**src/rtl/wb_stage.sv**
```systemverilog
// MEM/WB pipeline register and writeback driver for the RV32I core.
// Extracts and extends load data, masks x0 and reserved writes, and counts retired instructions.
module wb_stage #(
    parameter int Data_width = 32,
    parameter int Cnt_width  = 64
) (
    input  logic                  Clk,
    input  logic                  Rst,
    input  logic                  stall,
    input  logic                  flush,
    input  logic                  mem_valid,
    input  logic                  mem_reg_write,
    input  logic [4:0]            mem_rd_add,
    input  logic [1:0]            mem_wb_sel,
    input  logic [2:0]            mem_funct3,
    input  logic [Data_width-1:0] mem_alu_result,
    input  logic [Data_width-1:0] mem_load_data,
    input  logic [Data_width-1:0] mem_pc_plus4,
    output logic                  write,
    output logic [4:0]            dest_add,
    output logic [Data_width-1:0] dest_data,
    output logic                  wb_valid,
    output logic                  load_err,
    output logic [Cnt_width-1:0]  retired
);

    typedef enum logic [1:0] {
        SEL_ALU  = 2'b00,
        SEL_LOAD = 2'b01,
        SEL_PC4  = 2'b10,
        SEL_RSVD = 2'b11
    } wb_sel_e;

    localparam logic [2:0] F3_LB  = 3'b000;
    localparam logic [2:0] F3_LH  = 3'b001;
    localparam logic [2:0] F3_LW  = 3'b010;
    localparam logic [2:0] F3_LBU = 3'b100;
    localparam logic [2:0] F3_LHU = 3'b101;

    typedef struct packed {
        logic                  valid;
        logic                  reg_write;
        logic [4:0]            rd;
        logic [1:0]            wb_sel;
        logic [2:0]            funct3;
        logic [Data_width-1:0] alu_result;
        logic [Data_width-1:0] load_data;
        logic [Data_width-1:0] pc_plus4;
    } wb_reg_t;

    wb_reg_t wb_q;

    // NOTE: sequential state uses non-blocking assignments so every register samples pre-edge values.
    // NOTE: the WB register is a handful of flops, not a memory, so the whole thing is cleared on reset.
    always_ff @(posedge Clk or posedge Rst) begin
        if (Rst) begin
            wb_q <= '0;
        end else if (flush) begin
            wb_q.valid <= 1'b0;
        end else if (!stall) begin
            wb_q.valid      <= mem_valid;
            wb_q.reg_write  <= mem_reg_write;
            wb_q.rd         <= mem_rd_add;
            wb_q.wb_sel     <= mem_wb_sel;
            wb_q.funct3     <= mem_funct3;
            wb_q.alu_result <= mem_alu_result;
            wb_q.load_data  <= mem_load_data;
            wb_q.pc_plus4   <= mem_pc_plus4;
        end
    end

    // A flushed or stalled instruction has not left WB yet, so it is not counted.
    always_ff @(posedge Clk or posedge Rst) begin
        if (Rst) begin
            retired <= '0;
        end else if (wb_q.valid && !stall && !flush) begin
            retired <= retired + {{(Cnt_width-1){1'b0}}, 1'b1};
        end
    end

    logic [1:0]            off;
    logic [7:0]            lane_byte;
    logic [15:0]           lane_half;
    logic [Data_width-1:0] load_val;
    logic                  bad_funct3;

    // NOTE: every always_comb output gets a default first so no path can infer a latch.
    always_comb begin
        off        = wb_q.alu_result[1:0];
        lane_byte  = 8'h00;
        lane_half  = off[1] ? wb_q.load_data[31:16] : wb_q.load_data[15:0];
        load_val   = wb_q.load_data;
        bad_funct3 = 1'b0;

        case (off)
            2'd0:    lane_byte = wb_q.load_data[7:0];
            2'd1:    lane_byte = wb_q.load_data[15:8];
            2'd2:    lane_byte = wb_q.load_data[23:16];
            default: lane_byte = wb_q.load_data[31:24];
        endcase

        case (wb_q.funct3)
            F3_LB:   load_val = {{(Data_width-8){lane_byte[7]}}, lane_byte};
            F3_LBU:  load_val = {{(Data_width-8){1'b0}}, lane_byte};
            F3_LH:   load_val = {{(Data_width-16){lane_half[15]}}, lane_half};
            F3_LHU:  load_val = {{(Data_width-16){1'b0}}, lane_half};
            F3_LW:   load_val = wb_q.load_data;
            default: begin
                load_val   = wb_q.load_data;
                bad_funct3 = 1'b1;
            end
        endcase
    end

    always_comb begin
        dest_data = '0;
        case (wb_q.wb_sel)
            SEL_ALU:  dest_data = wb_q.alu_result;
            SEL_LOAD: dest_data = load_val;
            SEL_PC4:  dest_data = wb_q.pc_plus4;
            default:  dest_data = '0;
        endcase
    end

    assign dest_add = wb_q.rd;
    assign wb_valid = wb_q.valid;
    assign load_err = wb_q.valid && (wb_q.wb_sel == SEL_LOAD) && bad_funct3;
    assign write    = wb_q.valid && wb_q.reg_write && (wb_q.rd != 5'd0)
                      && (wb_q.wb_sel != SEL_RSVD) && !load_err;

endmodule

```
**config.mk**
```make
export PLATFORM = sky130hd
export DESIGN_NAME = wb_stage
export DESIGN_NICKNAME = d
export VERILOG_FILES = /design/src/rtl/wb_stage.sv
export SDC_FILE = /design/constraint.sdc
export NUM_CORES = 1
export LEC_CHECK = 0
export CORE_UTILIZATION = 44
export DETAILED_ROUTE_END_ITERATION = 10
export PLACE_DENSITY = 0.76
export SLEW_MARGIN = 20
export SYNTH_ARGS = -nofsm -noshare
export SYNTH_HDL_FRONTEND = slang
export SYNTH_SLANG_ARGS = --single-unit
```
**constraint.sdc**
```tcl
create_clock -name Clk -period 5.6 [get_ports Clk]
set_input_delay 1.12 -clock Clk [delete_from_list [all_inputs] [get_ports Clk]]
set_output_delay 1.12 -clock Clk [all_outputs]
set_load 0.01 [all_outputs]
```
==> flow_summary.json, run 1 <==
{
  "fp-row-count": 49,
  "drv_slew": 0,
  "drc": 0,
  "crit_path_max_fanout": 16,
  "clock_latency_ns": 0.43,
  "finalHoldViolCount": 0,
  "grtUsageTotal_pct": 23.1,
  "core_sq_um": 18000,
  "die_w_um": 138,
  "cp-start-kind": "register",
  "post-cts-setup-buffers": 0,
  "dp_hpwl_mm": 14.9,
  "port_buffers": 215,
  "syn_avg_cell_area_sq_um": 12.0,
  "endpoint_kind": "output pin",
  "antenna_found_initial": 3,
  "setup_viol": 0,
  "hold_slack_ns": 0.490,
  "hold_class": "reg2reg",
  "synthDistinctLibCells": 45,
  "holdBufCountCts": 0,
  "clkSinkCount": 172,
  "vias": 6058,
  "rsz0062_at_grt": "false",
  "wl_mm": 21.2,
  "worstMarginPinSlew_ns": 0.946,
  "synth-seq-cells": 172,
  "ir_drop_mv": 0.226,
  "p_leak_uw": 0.00461,
  "cp.required_ns": 4.48,
  "final_common_cell": "clkdlybuf4s50_1",
  "netlist_instances": 675,
  "async_flop_share_pct": 100,
  "power.total_uw": 3320,
  "synth_nets": 788,
  "pin_count": 216,
  "via_per_inst": 5.42,
  "dieArea_sq_um": 19000,
  "clkTransAtPathRegs_ns": 0.06,
  "grt_pass1_vias": 5997,
  "pre_cts_ws_ns": 1.62,
  "cp.arrival_ns": 3.13,
  "grt_max_degree": 108,
  "cts_root_buf": "clkbuf_16",
  "tns_ns": 0,
  "initial_core_util_pct": 45.0,
  "drtIter0Drc": 231,
  "numCtsBuffers": 17,
  "n_antenna_cell": 0,
  "final_nets": 989,
  "area_growth_pct": 36.1,
  "cts_tree": "yes",
  "yosysSeqAreaShare_pct": 53.1,
  "fin_crit_ns": 4.25,
  "firstDrtPassIters": 6,
  "post-route-period-util_pct": 75.9,
  "cts_resized": 0,
  "maxSlewHeadroom_pct": 36.5,
  "ant_nets": 0,
  "p_per_area_nw_per_um2": 301,
  "clock_skew_ns": 0.00936,
  "final_cell_mix": "clkdlybuf4s50_1, dfrtp_1, mux2_2, nand2_1, mux2i_1",
  "status": "finished, final reports clean",
  "drive_above_1_share_pct": 17.5,
  "path_class": "reg2out",
  "synth-edff-count": 0,
  "grt_first_pass_wirelength_mm": 32.7,
  "synthFlopType": "dfrtp_1",
  "h-tree-depth": 4,
  "clk_path_buf_depth": 2,
  "setup_ws_ns": 1.35,
  "max_cap_viol_count": 0,
  "yosysWarnings": 0,
  "die_y_um": 138,
  "syn_area_sq_um": 8110,
  "overflow": 0,
  "routedWlPerCell_um": 19.0,
  "routabilityCongestion": 0.853,
  "fmax_mhz": 235
}
==> worst paths after layout <==
check	from	to	slack [ns]	cells past startpoint
max	off[1]	dest_data[31]	1.35	6
min	retired[63]	retired[63]	0.49	1
max reg2reg	wb_valid	retired[49]	3.07	5
min reg2reg	retired[63]	retired[63]	0.49	1
max in group asynchronous	Rst	wb_q[29]	3.50	3
min in group asynchronous	Rst	retired[14]	1.11	2
==> where the power goes <==
part	switching, uW	internal [uW]	total, uW	leakage (uW)
clock	499	660	1160	0.000270
combinational	287	397	685	0.00218
sequential	108	1370	1480	0.00215
==> cell families (layout without fill, tap and decap cells) <==
logic type                 after synthesis  in the layout  synth area share (%)
adders and majority gates                1              1                 0.154
buffers and inverters                   45            259                  2.52
DFF                                    172            172                  53.1
and+or+nand+nor                        187            187                  12.3
AOI/OAI and AO/OA                       57             57                  4.94
xor gates and xnor gates                63             63                  6.81
muxes                                  150            150                  20.2
==> cell usage after synthesis (all sizes together) (3+ instances only) <==
cell type    n  share of area (%)
nor2        26                1.2
and3        12               0.93
o211ai      23                2.1
nand3       27                1.7
nand2       49                2.3
nand4       20                1.5
dfrtp      172                 53
nor3        20                1.6
o21ai       11               0.68
xor2        27                2.9
inv          5               0.23
buf         14                1.1
and4         6               0.65
nor2b        9               0.69
o22ai        7               0.54
and2         3               0.23
xnor2       36                3.9
clkbuf      26                1.2
mux2i       42                5.2
mux2       108                 15
nor4         5               0.57
o221ai       9               0.97
==> critical path, stage by stage, from the launching register on <==
cell             delay (ns)
dfrtp_1                0.74
mux2i_1                0.15
nor2b_1                0.16
o21bai_1               0.12
nand3_1                0.59
o211ai_1               0.31
clkdlybuf4s50_1        0.63
==> metrics by stage <==
| step | instance area, sq um | cells | util, % |
|---|---|---|---|
| finish | 11000 | 1118 | 61.2 |
| global route | 11000 | 1118 | 61.2 |
| CTS | 11000 | 1118 | 61.2 |
| detailed placement | 10400 | 1086 | 58.0 |
| global placement | 10400 | 1086 | 58.0 |
| floorplan | 8110 | 675 | - |
==> layer usage <==
| metal | track usage, % | part of all wire [%] | up-vias |
|---|---|---|---|
| met3 | 7.21 | 8.2 | 34 |
| li1 | - | - | 2828 |
| met2 | 37.1 | 46 | 233 |
| met5 | 0 | 0.17 | - |
| met1 | 29.1 | 43 | 2957 |
| met4 | 8.39 | 2.2 | 6 |
==> flip-flops by register name, indices dropped and copies added, names as in the netlist <==
signal	count
wb_valid	1
off	2
wb_q	100
dest_add	5
retired	64
==> cell type report <==
| cell class | instances | area [sq um] |
|---|---|---|
| Sequential cell | 172 | 4310 |
| Inverter | 5 | 22.5 |
| Clock buffer | 19 | 433 |
| Multi-Input combinational cell | 458 | 3610 |
| Timing Repair Buffer | 222 | 2230 |
| Clock inverter | 13 | 144 |
| Fill cell | 1510 | 6990 |
| Tap cell | 229 | 287 |
No activity file was read; power rests on OpenSTA's default activity.
==> inputs of run 2 (changes only) <==
==> constraint.sdc (replaced) <==
create_clock -name Clk -period 3.8 [get_ports Clk]
set_input_delay 0.76 -clock Clk [delete_from_list [all_inputs] [get_ports Clk]]
set_output_delay 0.76 -clock Clk [all_outputs]
set_load 0.01 [all_outputs]
==> flow_summary.json, run 2 (synthesized netlist as in run 1, its figures left out) <==
{
  "status": "finished, final reports clean",
  "grtUsageMet1_pct": 29.9,
  "grt_use_met2_pct": 35.1,
  "die_w_um": 138,
  "cts_root_buf": "clkbuf_16",
  "drv_slew": 0,
  "drc": 0,
  "cpMaxStageDelayCell": "o31ai_2",
  "grt_max_degree": 110,
  "grt_pass1_vias": 6008,
  "fmax_mhz": 282,
  "area_growth_pct": 37.0,
  "final_common_cell": "clkdlybuf4s50_1",
  "cp.arrival_ns": 2.79,
  "ant_nets": 0,
  "antenna_found_initial": 2,
  "post-route-period-util_pct": 93.4,
  "crit_cells": 6,
  "overflow": 0,
  "fin_crit_ns": 3.55,
  "clk_path_buf_depth": 2,
  "rsz0062_at_grt": "false",
  "endpoint_kind": "output pin",
  "pre_cts_ws_ns": 0.360,
  "final_cell_mix": "clkdlybuf4s50_1, dfrtp_1, mux2_2, nand2_1, mux2i_1",
  "post-cts-setup-buffers": 0,
  "numCtsBuffers": 17,
  "clkSinkCount": 172,
  "clock_skew_ns": 0.00700,
  "p_per_area_nw_per_um2": 439,
  "gr-max-usage-layer": "met2",
  "largest_register": "wb_q",
  "ir_drop_mv": 0.339,
  "routabilityCongestion": 0.865,
  "die_y_um": 138,
  "grt.met3_usage_pct": 7.03,
  "n_fill_cell": 1494,
  "vias": 6063,
  "via_per_inst": 5.38,
  "crit_end": "dest_data[13]",
  "firstDrtPassIters": 4,
  "r2r-end": "retired[62]",
  "fp-row-count": 49,
  "clock_power_share_pct": 34.7,
  "pin_count": 216,
  "maxSlewHeadroom_pct": 43.2,
  "cp_num_buf_inv": 1,
  "port_buffers": 215,
  "rr_worst_depth": 5,
  "max_cap_viol_count": 0,
  "r2r_slack_ns": 1.28,
  "crit_path_max_fanout": 8,
  "wl_mm": 21.0,
  "h-tree-depth": 4,
  "clkTransAtPathRegs_ns": 0.06,
  "slowest_delay_ns": 0.63,
  "grtUsageTotal_pct": 22.7,
  "clock_latency_ns": 0.42,
  "hold_class": "reg2reg",
  "seqPwrFrac_pct": 44.5,
  "setup_ws_ns": 0.249,
  "drtIter0Drc": 225,
  "path_cells": "mux2_2 -> mux2i_1 -> o31ai_2 -> o221ai_1 -> o21ai_1 -> clkdlybuf4s50_1",
  "r2r-start": "retired[35]",
  "dieArea_sq_um": 19000,
  "grt_first_pass_wirelength_mm": 32.3,
  "cp.required_ns": 3.04,
  "switching_share_pct": 26.9,
  "p_leak_uw": 0.00464,
  "tns_ns": 0,
  "setup_viol": 0,
  "largest_reg_flops": 100,
  "path_class": "reg2out",
  "drive_above_1_share_pct": 18.4,
  "initial_core_util_pct": 45.0,
  "worstMarginPinSlew_ns": 0.846,
  "cp-startpoint": "off[0]",
  "cp-start-kind": "register",
  "finalHoldViolCount": 0,
  "switching_power_uw": 1310,
  "cts_tree": "yes",
  "routedWlPerCell_um": 18.6,
  "final_nets": 995,
  "core_sq_um": 18000,
  "critPathTopFamily": "compound AO/OA/AOI/OAI gates",
  "comb_power_share_pct": 20.8,
  "dp_hpwl_mm": 14.7,
  "p_int_uw": 3570
}
-- run 2: changes by cell type in the layout (fill, tap and decap cells not counted), sizes merged --
| cell | delta |
|---|---|
| buf | +6 |
| bufinv | -1 |
| clkbuf | +1 |
| clkinv | -1 |
| clkinvlp | +1 |
| diode | +2 |
-- run 2: timing repair --
action / in CTS / in global routing
setup endpoints to repair: 8 / 16
gates resized for setup: 1 / 1
hold buffers: 0 / 0
-- run 2: layout make-up --
cell class              instances  area [sq um]  share of cell area, %
inverters                       5          22.5                  0.203
well taps                     229           287                   2.58
clock buffers                  20           467                   4.20
multi-input cells             458          3610                   32.6
diodes                          2          5.00                 0.0451
clock inverters                12           113                   1.01
flip-flops and latches        172          4310                   38.8
repair buffers                228          2290                   20.6
-- run 2: power groups by stage --
stage | sequential, uW | clock (uW) | combinational, uW
2_1_floorplan | 2150 | 0 | 566
3_3_place_gp | 2190 | 0 | 1010
3_5_place_dp | 2200 | 0 | 1020
4_1_cts | 2170 | 1730 | 1030
5_1_grt | 2190 | 1810 | 1100
6_report | 2170 | 1690 | 1010
-- run 2: stage by stage --
stage / cell area, sq um / cells / util, % / power (uW) / hold WS [ns]
floorplan: 8110 / 675 / - / 2720 / 0.480
detailed placement: 10500 / 1092 / 58.3 / 3230 / 0.462
global placement: 10500 / 1092 / 58.3 / 3200 / 0.468
global route: 11100 / 1125 / 61.6 / 5110 / 0.520
CTS: 11100 / 1124 / 61.5 / 4930 / 0.470
finish: 11100 / 1126 / 61.6 / 4880 / 0.467
-- run 2: how the worst min path moves through the flow --
stage,start,end,slack (ns),depth (start not counted)
2_1_floorplan,wb_q[66],wb_q[66],0.48,1
3_3_place_gp,retired[63],retired[63],0.47,1
3_5_place_dp,retired[63],retired[63],0.46,1
4_1_cts,retired[63],retired[63],0.47,1
5_1_grt,retired[63],retired[63],0.52,1
6_report,retired[63],retired[63],0.47,1
-- run 2: routing by layer --
| metal | up-vias | share of wire (%) |
|---|---|---|
| met1 | 2991 | 44 |
| li1 | 2841 | - |
| met4 | 2 | 2.1 |
| met3 | 29 | 7.9 |
| met5 | - | 0.057 |
| met2 | 200 | 46 |
==> inputs of run 3 (changes only) <==
--- a/config.mk
+++ b/config.mk
@@ -5,9 +5,9 @@
 export SDC_FILE = /design/constraint.sdc
 export NUM_CORES = 1
 export LEC_CHECK = 0
-export CORE_UTILIZATION = 44
+export CORE_UTILIZATION = 25
 export DETAILED_ROUTE_END_ITERATION = 10
-export PLACE_DENSITY = 0.76
+export PLACE_DENSITY = 0.47
 export SLEW_MARGIN = 20
 export SYNTH_ARGS = -nofsm -noshare
 export SYNTH_HDL_FRONTEND = slang
==> flow_summary.json, run 3 (synthesized netlist as in run 1, its figures left out) <==
{
  "drv_slew": 0,
  "cts_resized": 0,
  "crit_top_cell": "buf_4",
  "pin_count": 216,
  "cts_root_buf": "clkbuf_16",
  "grt_first_pass_wirelength_mm": 37.9,
  "post-route-util_pct": 35.8,
  "r2r-end": "retired[50]",
  "grt_max_degree": 67,
  "wl_mm": 24.2,
  "hold_class": "reg2reg",
  "fin_crit_ns": 3.60,
  "cp-start-kind": "register",
  "routedWlPerCell_um": 18.6,
  "drive_above_1_share_pct": 18.6,
  "cts_tree": "yes",
  "p_per_area_nw_per_um2": 438,
  "rr_worst_depth": 5,
  "clkTransAtPathRegs_ns": 0.07,
  "ir_drop_mv": 0.303,
  "min_to": "retired[63]",
  "fin_area_sq_um": 11300,
  "die_y_um": 182,
  "grtUsageTotal_pct": 15.0,
  "cp_num_buf_inv": 3,
  "initial_core_util_pct": 25.6,
  "drtIter0Drc": 249,
  "path_cells": "buf_4 -> mux2i_1 -> nor2b_1 -> o21bai_1 -> nand3_1 -> buf_4 -> o211ai_1 -> clkdlybuf4s50_1",
  "via_per_inst": 4.56,
  "worstMarginPinSlew_ns": 0.940,
  "status": "finished, final reports clean",
  "antenna_found_initial": 6,
  "ant_nets": 0,
  "final_cell_mix": "clkdlybuf4s50_1, dfrtp_1, mux2_2, nand2_1, mux2i_1",
  "h-tree-depth": 4,
  "tns_ns": 0,
  "largest_reg_flops": 100,
  "placed_area_sq_um": 10800,
  "p_leak_uw": 0.00467,
  "largest_register": "wb_q",
  "power.total_uw": 4970,
  "whs_path_depth": 1,
  "grt_pass1_vias": 6314,
  "fp-row-count": 65,
  "fmax_mhz": 277,
  "firstDrtPassIters": 4,
  "endpoint_kind": "output pin",
  "overflow": 0,
  "holdBufCountCts": 0,
  "cp.arrival_ns": 2.84,
  "post-cts-setup-buffers": 0,
  "hold_slack_ns": 0.478,
  "final_common_cell": "clkdlybuf4s50_1",
  "n_fill_cell": 3201,
  "cp.required_ns": 3.04,
  "numCtsBuffers": 17,
  "clock_skew_ns": 0.00911,
  "r2r_slack_ns": 1.32,
  "dieArea_sq_um": 33100,
  "critPathTopFamily": "buffers and inverters",
  "clock_latency_ns": 0.43,
  "post-route-period-util_pct": 94.8,
  "routabilityCongestion": 0.755,
  "setup_viol": 0,
  "die_w_um": 182,
  "cpMaxStageDelayCell": "clkdlybuf4s50_1",
  "max_cap_viol_count": 0,
  "vias": 5946,
  "slowest_delay_ns": 0.66,
  "maxSlewHeadroom_pct": 37.2,
  "area_growth_pct": 40.0,
  "crit_path_max_fanout": 13,
  "cp-startpoint": "off[1]",
  "clk_path_buf_depth": 2,
  "core_sq_um": 31700,
  "drc": 0,
  "clkSinkCount": 172,
  "hp-start": "retired[63]",
  "r2r-start": "retired[34]",
  "dp_hpwl_mm": 17.6,
  "finalHoldViolCount": 0,
  "port_buffers": 215,
  "rsz0062_at_grt": "false",
  "final_nets": 1000,
  "path_class": "reg2out"
}
[run 3: power by group]
part	internal [uW]	switching, uW	total (uW)
Clock	975	779	1750
Sequential	2020	138	2160
Combinational	595	464	1060
Total	3590	1380	4970
[run 3: area by class of cell]
cell class / instances / area [sq um] / area share, %
diodes: 3 / 7.51 / 0.0662
clock buffers: 19 / 433 / 3.81
clock inverters: 13 / 143 / 1.26
inverters: 5 / 22.5 / 0.198
multi-input cells: 458 / 3610 / 31.8
flip-flops and latches: 172 / 4310 / 37.9
well taps: 402 / 503 / 4.43
repair buffers: 233 / 2320 / 20.5
[run 3: through the flow]
stage | instances | worst slack (ns)
floorplan | 675 | 0.843
global placement | 1270 | 0.180
detailed placement | 1270 | 0.649
CTS | 1302 | 0.183
global route | 1302 | 0.0459
finish | 1305 | 0.196
[run 3: how the worst max path moves through the flow]
stage	endpoint	slack [ns]	cells after the start
after global placement	dest_data[13]	0.18	6
after floorplan	dest_add[0]	0.84	1
final	dest_data[20]	0.20	8
after CTS	dest_data[20]	0.18	8
after global routing	dest_data[20]	0.05	8
after detailed placement	dest_data[13]	0.65	6
[run 3: worst register-to-register path: stages, from the launching register on]
cell and delay (ns):
dfrtp_1 0.43, nand2_1 0.17, or4_1 0.79, nor3_2 0.60, nand4_1 0.21, xnor2_1 0.17
[run 3: layer usage]
metal / GRT usage, % / routed length, um / part of all wire [%]
met1: 20.4 / 11500 / 48
met5: 0 / 36 / 0.15
met4: 3.26 / 236 / 0.97
met3: 4.93 / 1570 / 6.5
met2: 23.2 / 10800 / 45
